==> src/rtl/l0_skew_buffer.sv <==
// -----------------------------------------------------------------------------
// l0_skew_buffer
//
// Row-parallel input buffer west of the MAC tile array. Every push writes one
// word into each of `row` independent circular FIFOs. An issue request starts
// a diagonal wavefront: row 0 pops first and row r pops r cycles later, so the
// data words and their 2-bit instructions reach the array aligned per diagonal.
//
// Ports
//   clk       clock, all state changes on the rising edge
//   reset     asynchronous active-low reset, clears all state while low
//   wr        push request, one vector into every row FIFO (dropped when full)
//   in        push vector, row r at [r*bw +: bw]
//   full      some row FIFO holds depth entries
//   rd        issue request (row 0 now, row r r cycles later)
//   inst_in   instruction sent with the issue ([1]=execute, [0]=kernel load)
//   ready     an issue would be accepted this cycle
//   out       per-row data to the array, row r at [r*bw +: bw]
//   inst_out  per-row instruction, row r at [2r +: 2], 2'b00 when not valid
//   valid     per-row flag: the out/inst_out slice is a fresh issue
//
// Handshake: an issue is taken on a rising edge where rd && ready. A push is
// taken on a rising edge where wr && !full; wr while full is silently dropped.
// valid[r] is a one-cycle flag qualifying out[r] and inst_out[r]; there is no
// backpressure from the array side.
// -----------------------------------------------------------------------------
module l0_skew_buffer #(
    parameter int row   = 8,
    parameter int bw    = 4,
    parameter int depth = 16
) (
    input  logic                clk,
    input  logic                reset,
    input  logic                wr,
    input  logic [row*bw-1:0]   in,
    output logic                full,
    input  logic                rd,
    input  logic [1:0]          inst_in,
    output logic                ready,
    output logic [row*bw-1:0]   out,
    output logic [row*2-1:0]    inst_out,
    output logic [row-1:0]      valid
);

    localparam int aw = $clog2(depth);
    localparam logic [aw:0] full_cnt = depth[aw:0];

    // Storage is not reset: pointers define which entries are live.
    logic [bw-1:0]        mem [row][depth];

    // Pointers carry one extra wrap bit so full and empty are distinguishable.
    logic [row-1:0][aw:0] wptr;
    logic [row-1:0][aw:0] rptr;
    logic [row-1:0][aw:0] occ;

    // Skew pipeline: stage r holds the issue that row r pops on the next edge.
    logic [row-1:0]       stage_go;
    logic [row-1:0][1:0]  stage_inst;

    logic                 push;
    logic                 issue;

    // Occupancy per row and full flag. The deepest row is always the one that
    // has popped least, so "any row at depth" equals "max occupancy at depth".
    always_comb begin
        full = 1'b0;
        for (int r = 0; r < row; r++) begin
            occ[r] = wptr[r] - rptr[r];
            if (occ[r] == full_cnt) begin
                full = 1'b1;
            end
        end
    end

    // Row 0 has at most one pop in flight (the issue sitting in stage 0).
    // Rows receive identical pushes and pop later than row 0, so a row 0 entry
    // that is not yet claimed guarantees every other row can pop in turn.
    assign ready = (occ[0] - {{aw{1'b0}}, stage_go[0]}) != '0;
    assign issue = rd && ready;
    assign push  = wr && !full;

    always_ff @(posedge clk) begin
        if (push) begin
            for (int r = 0; r < row; r++) begin
                mem[r][wptr[r][aw-1:0]] <= in[r*bw +: bw];
            end
        end
    end

    always_ff @(posedge clk or negedge reset) begin
        if (!reset) begin
            wptr <= '0;
            rptr <= '0;
        end else begin
            for (int r = 0; r < row; r++) begin
                if (push) begin
                    wptr[r] <= wptr[r] + 1'b1;
                end
                if (stage_go[r]) begin
                    rptr[r] <= rptr[r] + 1'b1;
                end
            end
        end
    end

    always_ff @(posedge clk or negedge reset) begin
        if (!reset) begin
            stage_go   <= '0;
            stage_inst <= '0;
        end else begin
            stage_go[0]   <= issue;
            stage_inst[0] <= inst_in;
            for (int r = 1; r < row; r++) begin
                stage_go[r]   <= stage_go[r-1];
                stage_inst[r] <= stage_inst[r-1];
            end
        end
    end

    // Output registers: data holds when idle, instruction is forced to no-op
    // so a tile never sees a stale load/execute.
    always_ff @(posedge clk or negedge reset) begin
        if (!reset) begin
            out      <= '0;
            inst_out <= '0;
            valid    <= '0;
        end else begin
            for (int r = 0; r < row; r++) begin
                valid[r] <= stage_go[r];
                if (stage_go[r]) begin
                    out[r*bw +: bw]    <= mem[r][rptr[r][aw-1:0]];
                    inst_out[2*r +: 2] <= stage_inst[r];
                end else begin
                    inst_out[2*r +: 2] <= 2'b00;
                end
            end
        end
    end

endmodule

==> config.mk <==
export PLATFORM = sky130hd
export DESIGN_NAME = l0_skew_buffer
export DESIGN_NICKNAME = d
export VERILOG_FILES = /design/src/rtl/l0_skew_buffer.sv
export SDC_FILE = /design/constraint.sdc
export NUM_CORES = 1
export LEC_CHECK = 0
export BUFFER_PORTS_ARGS = -buffer_cell sky130_fd_sc_hd__buf_2
export CAP_MARGIN = 10
export CORE_MARGIN = 2
export CORE_UTILIZATION = 61
export DETAILED_ROUTE_END_ITERATION = 12
export GPL_ROUTABILITY_DRIVEN = 0
export PLACE_DENSITY_LB_ADDON = 0.2
export SLEW_MARGIN = 20
export SYNTH_ARGS = -nofsm -noshare
export SYNTH_HDL_FRONTEND = slang
export SYNTH_SLANG_ARGS = --single-unit
==> constraint.sdc <==
create_clock -name clk -period 8.84 [get_ports clk]
set_input_delay 0.884 -clock clk [delete_from_list [all_inputs] [get_ports clk]]
set_output_delay 0.884 -clock clk [all_outputs]
set_load 0.02 [all_outputs]
==> results of run 1 <==
## worst paths after layout
| kind | startpoint | slack, ns | cells after the start | to |
|---|---|---|---|---|
| min | reset | 0.34 | 1 | valid[6] |
| min in group clk | stage_inst[0] | 0.36 | 0 | stage_inst[2] |
| min reg2reg | stage_inst[0] | 0.36 | 0 | stage_inst[2] |
| max reg2reg | rptr[26] | 3.57 | 11 | mem[1][251] |
| max | rptr[26] | 3.54 | 10 | full |
| max in group asynchronous | reset | 7.28 | 2 | stage_inst[3] |
## cell families (layout without fill, tap and decap cells)
| group | Yosys count | count (layout) | share of synthesized area |
|---|---|---|---|
| flops | 665 | 665 | 0.691 |
| xor+xnor | 89 | 89 | 0.0281 |
| simple gates | 329 | 329 | 0.0716 |
| buf+inv | 144 | 284 | 0.0229 |
| mux | 201 | 201 | 0.146 |
| compound gates | 29 | 29 | 0.00644 |
| fa+ha+maj | 74 | 74 | 0.0336 |
## routing by layer
metal	up-vias	track usage
li1	6128	-
met1	7138	0.340
met2	448	0.392
met3	83	0.0470
met4	2	0.0685
met5	-	0.0115
## registers in the layout, indices dropped and copies added (netlist names)
register    count
out            32
wptr           40
valid           8
rptr           40
inst_out       16
stage_inst     16
stage_go        1
mem           512
## Yosys cell counts, types with 2 or more instances
library cell / n / area share
nor4_1: 15 / 0.0034
nor2_1: 17 / 0.0023
and3_1: 2 / 0.00045
ha_1: 73 / 0.033
buf_1: 19 / 0.0026
nand2_1: 64 / 0.0086
a21oi_1: 3 / 0.00054
mux4_2: 160 / 0.13
inv_1: 43 / 0.0058
nor2_4: 2 / 0.00081
and4_1: 8 / 0.0025
nor2b_1: 23 / 0.0052
buf_6: 5 / 0.0020
edfxtp_1: 512 / 0.55
nand3_1: 30 / 0.0054
nor3_2: 10 / 0.0036
clkbuf_1: 39 / 0.0053
nor4b_2: 3 / 0.0016
nor3_1: 63 / 0.011
buf_4: 9 / 0.0024
a2111oi_0: 5 / 0.0016
nor4b_1: 2 / 0.00063
o21ai_0: 15 / 0.0027
nand2b_1: 14 / 0.0032
xnor2_1: 67 / 0.021
a211oi_1: 2 / 0.00054
nor4_4: 8 / 0.0061
and2_1: 17 / 0.0038
nand4_1: 19 / 0.0043
xor2_1: 22 / 0.0069
or3_1: 16 / 0.0036
clkinv_1: 8 / 0.0011
dfrtp_1: 153 / 0.14
nor3b_1: 10 / 0.0027
mux2_2: 40 / 0.016
buf_2: 20 / 0.0036
## per-stage QoR
stage / instances / utilization / total power [mW] / setup slack (ns)
after floorplan: 1531 / - / 7.62 / 5.08
after global placement: 2149 / 0.635 / 8.54 / 3.86
after detailed placement: 2149 / 0.635 / 8.65 / 3.62
after CTS: 2271 / 0.684 / 11.5 / 3.54
after global routing: 2271 / 0.685 / 12.0 / 3.12
final: 2271 / 0.685 / 11.4 / 3.54
## report_power, final
part           switching [mW]  internal [mW]
Sequential              0.617           4.00
Clock                    1.14           1.70
Combinational            2.22           1.75
## final cells by class
class / instances / area, um2
tap: 600 / 751
multi-input combinational: 722 / 7960
timing repair buffer: 110 / 598
fill: 2882 / 14300
sequential: 665 / 19200
inverter: 52 / 196
clock buffer: 91 / 1930
clock inverter: 31 / 299
==> results.json, run 1 <==
{
  "status": "complete, no violations",
  "tns_ns": 0,
  "required_ns": 7.96,
  "groute.usage.overall": 0.242,
  "ys_ff_latch": 665,
  "finalCritPeriodShare": 0.599,
  "cts_root_buf": "clkbuf_16",
  "arrival_ns": 4.41,
  "grt_pass1_vias": 14400,
  "routed.top_layer": "met5",
  "timing.hold.ws_ns": 0.341,
  "syn_avg_cell_area_um2": 18.1,
  "die_x_um": 217,
  "cts_hold_buf": 0,
  "overflow": 0,
  "final.setup_skew_ns": 0.0246,
  "drt-wirelength-per-cell_um": 24.0,
  "drt_pass1_iterations": 5,
  "io_buffers": 95,
  "final_common_cell": "edfxtp_1",
  "m1WireLength_um": 22900,
  "layout_common_cells": "512 x edfxtp_1, 160 x mux4_2, 153 x dfrtp_1",
  "critPathMaxStageDelay_ns": 0.90,
  "synth_fp_nets": 1643,
  "stdcell_area_um2": 30900,
  "final_hold_viol_count": 0,
  "relSlewSlack": 0.295,
  "numCtsBuffers": 68,
  "critPathBufInv": 3,
  "core_region_area_um2": 45200,
  "ys_dominant_reg_cell": "edfxtp_1",
  "min_period_ns": 5.30,
  "wl_um": 54400,
  "cp_max_fo": 36,
  "htreeDepth": 3,
  "io_pins": 96,
  "synth_cell_types": 49,
  "rows": 78,
  "cts_tree": "yes",
  "post_cts_resized": 0,
  "cts_setup_buffers": 0,
  "peakVddDrop_mv": 0.390,
  "syn_area_um2": 27800,
  "tightest_slew_ns": 1.05,
  "clock_latency_ns": 0.59,
  "fmax_mhz": 189,
  "hold_path_class": "in2async",
  "cellLeakagePower_nw": 10.8,
  "path_delay_family": "simple AND/OR/NAND/NOR gates",
  "path_cells": "inv_1 -> ha_1 -> nor2b_1 -> o21ai_0 -> a2111oi_0 -> nor4_2 -> nand2_2 -> nor2_4 -> clkinv_2 -> buf_2",
  "place_area_um2": 28700,
  "num_vias": 13800,
  "synth_edf_count": 512,
  "die_h_um": 217,
  "critPathKind": "reg2out",
  "drtIter0Drc": 1326,
  "grt_pass1_wl_um": 86000,
  "antenna_cells": 0,
  "final_layout_size_suffix_gt1_frac": 0.259,
  "worstSetupStartpointType": "flip-flop",
  "power.density_nw_per_um2": 370,
  "grt_max_degree": 81,
  "rsz0062_at_grt": "no",
  "start_util": 0.615,
  "antenna_found_initial": 1,
  "cap_violations": 0,
  "crit_path_top_delay_cell": "dfrtp_1",
  "areaGrowthSynthToFinish_pct": 11.3,
  "final_nets": 1731,
  "cp-end-kind": "output port",
  "cts_sinks": 665,
  "drc": 0,
  "synthArstFlopShare": 0.230,
  "clkSlewWorstSetupHoldPaths_ns": 0.06,
  "routed_via_density": 6.08,
  "syn_inst": 1531,
  "antenna_left": 0,
  "routed-wl-met2_um": 27000,
  "ys_warn_count": 0,
  "synth-seq-area-share": 0.691,
  "drv_slew": 0,
  "wl_met3_um": 3410,
  "hpwl_um": 35700,
  "setup_viol": 0,
  "cts_buffer_depth": 3,
  "dieArea_um2": 47300
}
Note: power is estimated with default switching activity, not from simulation.
==> run 2, diff against run 1 <==
Settings changed: ABC_AREA from default to 1, CORE_UTILIZATION 61 to 56.
Clock period 8.84 ns to 4.4 ns, I/O delays scaled along.
==> results.json, run 2 <==
{
  "ys_dominant_reg_cell": "edfxtp_1",
  "place_area_um2": 29700,
  "required_ns": 3.96,
  "worstSetupStartpointType": "flip-flop",
  "largest_reg_flops": 512,
  "path_delay_family": "buffers and inverters",
  "rsz0062_at_grt": "no",
  "crit_path_top_delay_cell": "dfrtp_1",
  "stdcell_area_um2": 32100,
  "grt_pass1_wl_um": 104000,
  "areaGrowthSynthToFinish_pct": 11.8,
  "critPathKind": "reg2out",
  "synth_top_area_frac": 0.535,
  "syn_area_um2": 28700,
  "wl_um": 65300,
  "synth_most_common_cell": "edfxtp_1",
  "antenna_found_initial": 2,
  "m1WireLength_um": 27600,
  "syn_avg_cell_area_um2": 11.1,
  "drt-wirelength-per-cell_um": 19.3,
  "cts_buffer_depth": 3,
  "critPathMaxStageDelay_ns": 0.69,
  "synth_cell_types": 33,
  "cts_root_buf": "clkbuf_16",
  "drv_slew": 0,
  "die_x_um": 230,
  "core_region_area_um2": 50400,
  "cts_sinks": 665,
  "synth_top_area_cell": "edfxtp_1",
  "final_nets": 2770,
  "status": "complete, no violations",
  "peakVddDrop_mv": 0.600,
  "fillers": 3844,
  "whs_path_depth": 1,
  "cp_common_cell": "nand2_1",
  "numCtsBuffers": 71,
  "final.setup_skew_ns": 0.0199,
  "cellLeakagePower_nw": 12.2,
  "final_layout_size_suffix_gt1_frac": 0.0898,
  "setup_viol": 0,
  "synth-seq-area-share": 0.669,
  "ys_ff_latch": 665,
  "die_h_um": 230,
  "fin_cells": 3389,
  "syn_inst": 2590,
  "arrival_ns": 3.63,
  "multiInputGateArea_um2": 8320,
  "routed-wl-met2_um": 31900,
  "io_buffers": 95,
  "dp_cells": 3250,
  "wl_met3_um": 4180,
  "groute.usage.overall": 0.248,
  "grt_pass1_vias": 19500,
  "overflow": 0,
  "htreeDepth": 3,
  "relSlewSlack": 0.407,
  "critPathBufInv": 4,
  "rows": 82,
  "synth_edf_count": 512,
  "dieArea_um2": 53100,
  "drtIter0Drc": 2266,
  "worst_slack_ns": 0.326,
  "antenna_left": 0,
  "cp.depth": 13,
  "tightest_slew_ns": 0.889,
  "layout_common_cells": "512 x edfxtp_1, 483 x nor2_1, 416 x nand2_1",
  "synthArstFlopShare": 0.230,
  "cp_max_fo": 41,
  "routed.top_layer": "met5",
  "drc": 0,
  "path_cells": "clkinvlp_4 -> buf_4 -> fa_1 -> nand3_1 -> nand2_1 -> nand2_1 -> nand2_1 -> nand3_1 -> nand3_1 -> nor2_4 -> buf_4 -> nand2_1 -> buf_2",
  "routed_via_density": 5.80,
  "dp_slack_ns": 0.932,
  "finalCritPeriodShare": 0.926,
  "clkSlewWorstSetupHoldPaths_ns": 0.06,
  "fmax_mhz": 245,
  "antenna_cells": 0,
  "grt_max_degree": 74,
  "tns_ns": 0,
  "cap_violations": 0,
  "ff2ff_path_depth": 14,
  "num_vias": 19700,
  "cp-end-kind": "output port",
  "final_hold_viol_count": 0,
  "synth_fp_nets": 2702,
  "cts_tree": "yes",
  "post-route-util": 0.637,
  "drt_pass1_iterations": 6,
  "synth_commonest_cells": "512 x edfxtp_1, 483 x nor2_1, 416 x nand2_1, 256 x o21ai_0, 153 x dfrtp_1",
  "min_period_ns": 4.07,
  "hold_path_class": "in2reg",
  "ys_warn_count": 0,
  "io_pins": 96,
  "power.density_nw_per_um2": 750,
  "timing.hold.ws_ns": 0.248,
  "start_util": 0.570,
  "final_common_cell": "edfxtp_1",
  "seq_area_um2": 19200,
  "hpwl_um": 42200,
  "synth_area_leaders": "edfxtp_1 54%, dfrtp_1 13%, nor2_1 6.3%, nand2_1 5.4%, o21ai_0 4.5%",
  "clock_latency_ns": 0.62,
  "p_total_mw": 24.1
}
[run 2: cell families (layout without fill, tap and decap cells)]
kind of cell / after synthesis / in the layout / share of synthesized area
compound gates: 472 / 472 / 0.0944
xor+xnor: 61 / 61 / 0.0186
fa+ha+maj: 74 / 74 / 0.0325
buf+inv: 289 / 416 / 0.0423
flops: 665 / 665 / 0.669
simple gates: 1029 / 1029 / 0.144
[run 2: layer usage]
metal | track usage | up-vias
met5 | 0 | -
met1 | 0.334 | 9567
met3 | 0.0392 | 139
met4 | 0.0821 | 2
met2 | 0.415 | 799
li1 | - | 9152
[run 2: cell type report]
class,instances,area share
flip-flops and latches,665,0.598
multi-input cells,1636,0.259
clock inverters,27,0.00787
clock buffers,105,0.0664
well taps,672,0.0262
repair buffers,129,0.0240
inverters,155,0.0182
[run 2: power breakdown]
group	internal, mW	switching (mW)
Clock	3.60	2.37
Sequential	7.97	0.925
Combinational	2.83	6.37
Total	14.4	9.67
[run 2: worst paths after layout]
kind	from	slack (ns)	endpoint
hold reg to reg	stage_inst[3]	0.37	stage_inst[5]
setup reg to reg	rptr[1]	0.97	mem[0][143]
setup / recovery	rptr[1]	0.33	full
max in group asynchronous	reset	2.98	out[3]
hold / removal	in[27]	0.25	mem[1][147]
min in group asynchronous	reset	0.42	out[25]
[run 2: repair_timing]
action / in CTS / in global routing
gates resized for setup: 0 / 2
hold buffers: 4 / 0
setup endpoints to repair: 0 / 1
setup buffers: 0 / 3
endpoints found under the hold margin: 70 / 0
[run 2: worst register-to-register path, cell delays in order (launching register included)]
cell,delay (ns)
dfrtp_1,0.69
clkinvlp_4,0.20
buf_4,0.20
fa_1,0.44
nand3_1,0.12
nand2_1,0.06
nand2_1,0.08
nand2_1,0.06
nand3_1,0.08
nand3_1,0.13
nor2_4,0.14
nand3_4,0.10
buf_12,0.25
buf_4,0.25
nor2_1,0.31
==> run 3, diff against run 2 <==
Settings changed: CORE_UTILIZATION 56 to 61.
Clock period 4.4 ns to 4.9 ns, I/O delays scaled along.
==> results.json, run 3 (synthesized netlist as in run 2, its figures left out) <==
{
  "areaGrowthSynthToFinish_pct": 10.6,
  "final_hold_viol_count": 0,
  "clock_latency_ns": 0.60,
  "drc": 0,
  "num_vias": 19800,
  "drv_slew": 0,
  "tightest_slew_ns": 1.12,
  "setup_viol": 0,
  "crit_path_top_delay_cell": "dfrtp_1",
  "required_ns": 4.41,
  "fmax_mhz": 227,
  "die_h_um": 221,
  "antenna_found_initial": 6,
  "cts_root_buf": "clkbuf_16",
  "cap_violations": 0,
  "grt_max_degree": 73,
  "clkSlewWorstSetupHoldPaths_ns": 0.06,
  "dieArea_um2": 48800,
  "cp_max_fo": 41,
  "core_region_area_um2": 46600,
  "hpwl_um": 42100,
  "cellLeakagePower_nw": 12.1,
  "start_util": 0.617,
  "rows": 79,
  "peakVddDrop_mv": 1.05,
  "cts_tree": "yes",
  "routed_via_density": 6.00,
  "worstSetupStartpointType": "flip-flop",
  "cp_common_cell": "nand2_1",
  "power.density_nw_per_um2": 674,
  "wl_um": 65400,
  "drt_pass1_iterations": 6,
  "final_layout_size_suffix_gt1_frac": 0.0807,
  "drtIter0Drc": 2336,
  "relSlewSlack": 0.254,
  "numCtsBuffers": 68,
  "post_cts_resized": 0,
  "overflow": 0,
  "groute.usage.overall": 0.266,
  "io_pins": 96,
  "htreeDepth": 3,
  "grt_pass1_vias": 19600,
  "status": "complete, no violations",
  "critPathBufInv": 3,
  "drt-wirelength-per-cell_um": 19.8,
  "layout_common_cells": "512 x edfxtp_1, 483 x nor2_1, 416 x nand2_1",
  "cts_sinks": 665,
  "final_nets": 2748,
  "critPathKind": "reg2out",
  "largest_reg_flops": 512,
  "tns_ns": 0,
  "finalCritPeriodShare": 0.899,
  "path_delay_family": "buffers and inverters",
  "arrival_ns": 3.92,
  "fillers": 3321,
  "min_period_ns": 4.41,
  "critPathMaxStageDelay_ns": 0.66,
  "final_common_cell": "edfxtp_1",
  "cp-end-kind": "output port",
  "cts_buffer_depth": 3,
  "path_cells": "clkinv_1 -> ha_1 -> nand2_1 -> nand2_1 -> nand3_1 -> nand2_1 -> nand2_1 -> nand3_1 -> nand2_1 -> nor2_4 -> buf_4 -> nand2_1 -> buf_2",
  "grt_pass1_wl_um": 104000,
  "antenna_left": 0,
  "p_total_mw": 21.4,
  "die_x_um": 221,
  "final.setup_skew_ns": 0.0260,
  "hold_path_class": "in2reg",
  "io_buffers": 95,
  "rsz0062_at_grt": "no"
}
[run 3: final timing paths]
path / to / cells past startpoint / slack, ns / start
worst max-delay path: full / 13 / 0.49 / rptr[11]
worst min-delay path: stage_inst[0] / 1 / 0.04 / inst_in[0]
worst max register to register: mem[1][64] / 13 / 0.92 / rptr[26]
worst min register to register: stage_inst[7] / 0 / 0.37 / stage_inst[5]
max in group asynchronous: out[15] / 3 / 3.23 / reset
min in group asynchronous: rptr[33] / 2 / 0.48 / reset
[run 3: layer usage]
| layer | wire (um) | vias up | track usage |
|---|---|---|---|
| li1 | - | 9109 | - |
| met1 | 27300 | 9597 | 0.368 |
| met2 | 31800 | 942 | 0.440 |
| met3 | 4820 | 125 | 0.0416 |
| met4 | 1410 | 6 | 0.0827 |
| met5 | 34 | - | 0 |
[run 3: per-stage QoR]
step / hold WS [ns] / cell area, um2 / util / instances / setup slack [ns]
6_report: 0.0439 / 31800 / 0.682 / 3298 / 0.495
5_1_grt: 0.0370 / 31800 / 0.682 / 3297 / 0.250
3_5_place_dp: 0.361 / 29500 / 0.633 / 3172 / 1.07
2_1_floorplan: 0.194 / 28700 / - / 2590 / 2.11
4_1_cts: 0.0199 / 31700 / 0.682 / 3296 / 0.541
3_3_place_gp: 0.358 / 29500 / 0.633 / 3172 / 1.28
[run 3: worst reg2reg max path, cell delays in order, from the launching register on]
cell      delay (ns)
dfrtp_1         0.65
clkinv_1        0.52
ha_1            0.51
nand2_1         0.06
nor2_1          0.13
nor2_1          0.06
nand3_1         0.07
nand2_1         0.06
nand3_1         0.07
nand2_1         0.08
nor2_4          0.54
nand3_4         0.22
buf_12          0.29
nor2_1          0.40
[run 3: area by class of cell]
| cell class | count | area [um2] | area share |
|---|---|---|---|
| tap | 607 | 759 | 0.0239 |
| clock buffer | 99 | 2000 | 0.0628 |
| antenna | 2 | 5.00 | 0.000158 |
| multi-input combinational | 1636 | 8320 | 0.262 |
| clock inverter | 24 | 256 | 0.00808 |
| timing repair buffer | 110 | 634 | 0.0200 |
| inverter | 155 | 582 | 0.0183 |
| sequential | 665 | 19200 | 0.605 |
[run 3: power breakdown]
part / leakage [nW] / internal, mW / switching (mW)
registers: 6.47 / 7.15 / 0.931
logic: 4.53 / 2.48 / 5.65
clock network: 1.10 / 3.10 / 2.09
[run 3: what timing repair did]
action                                 in CTS  in global routing
buffers inserted                            0                  0
endpoints found under the hold margin      70                  0
hold buffers                                1                  0
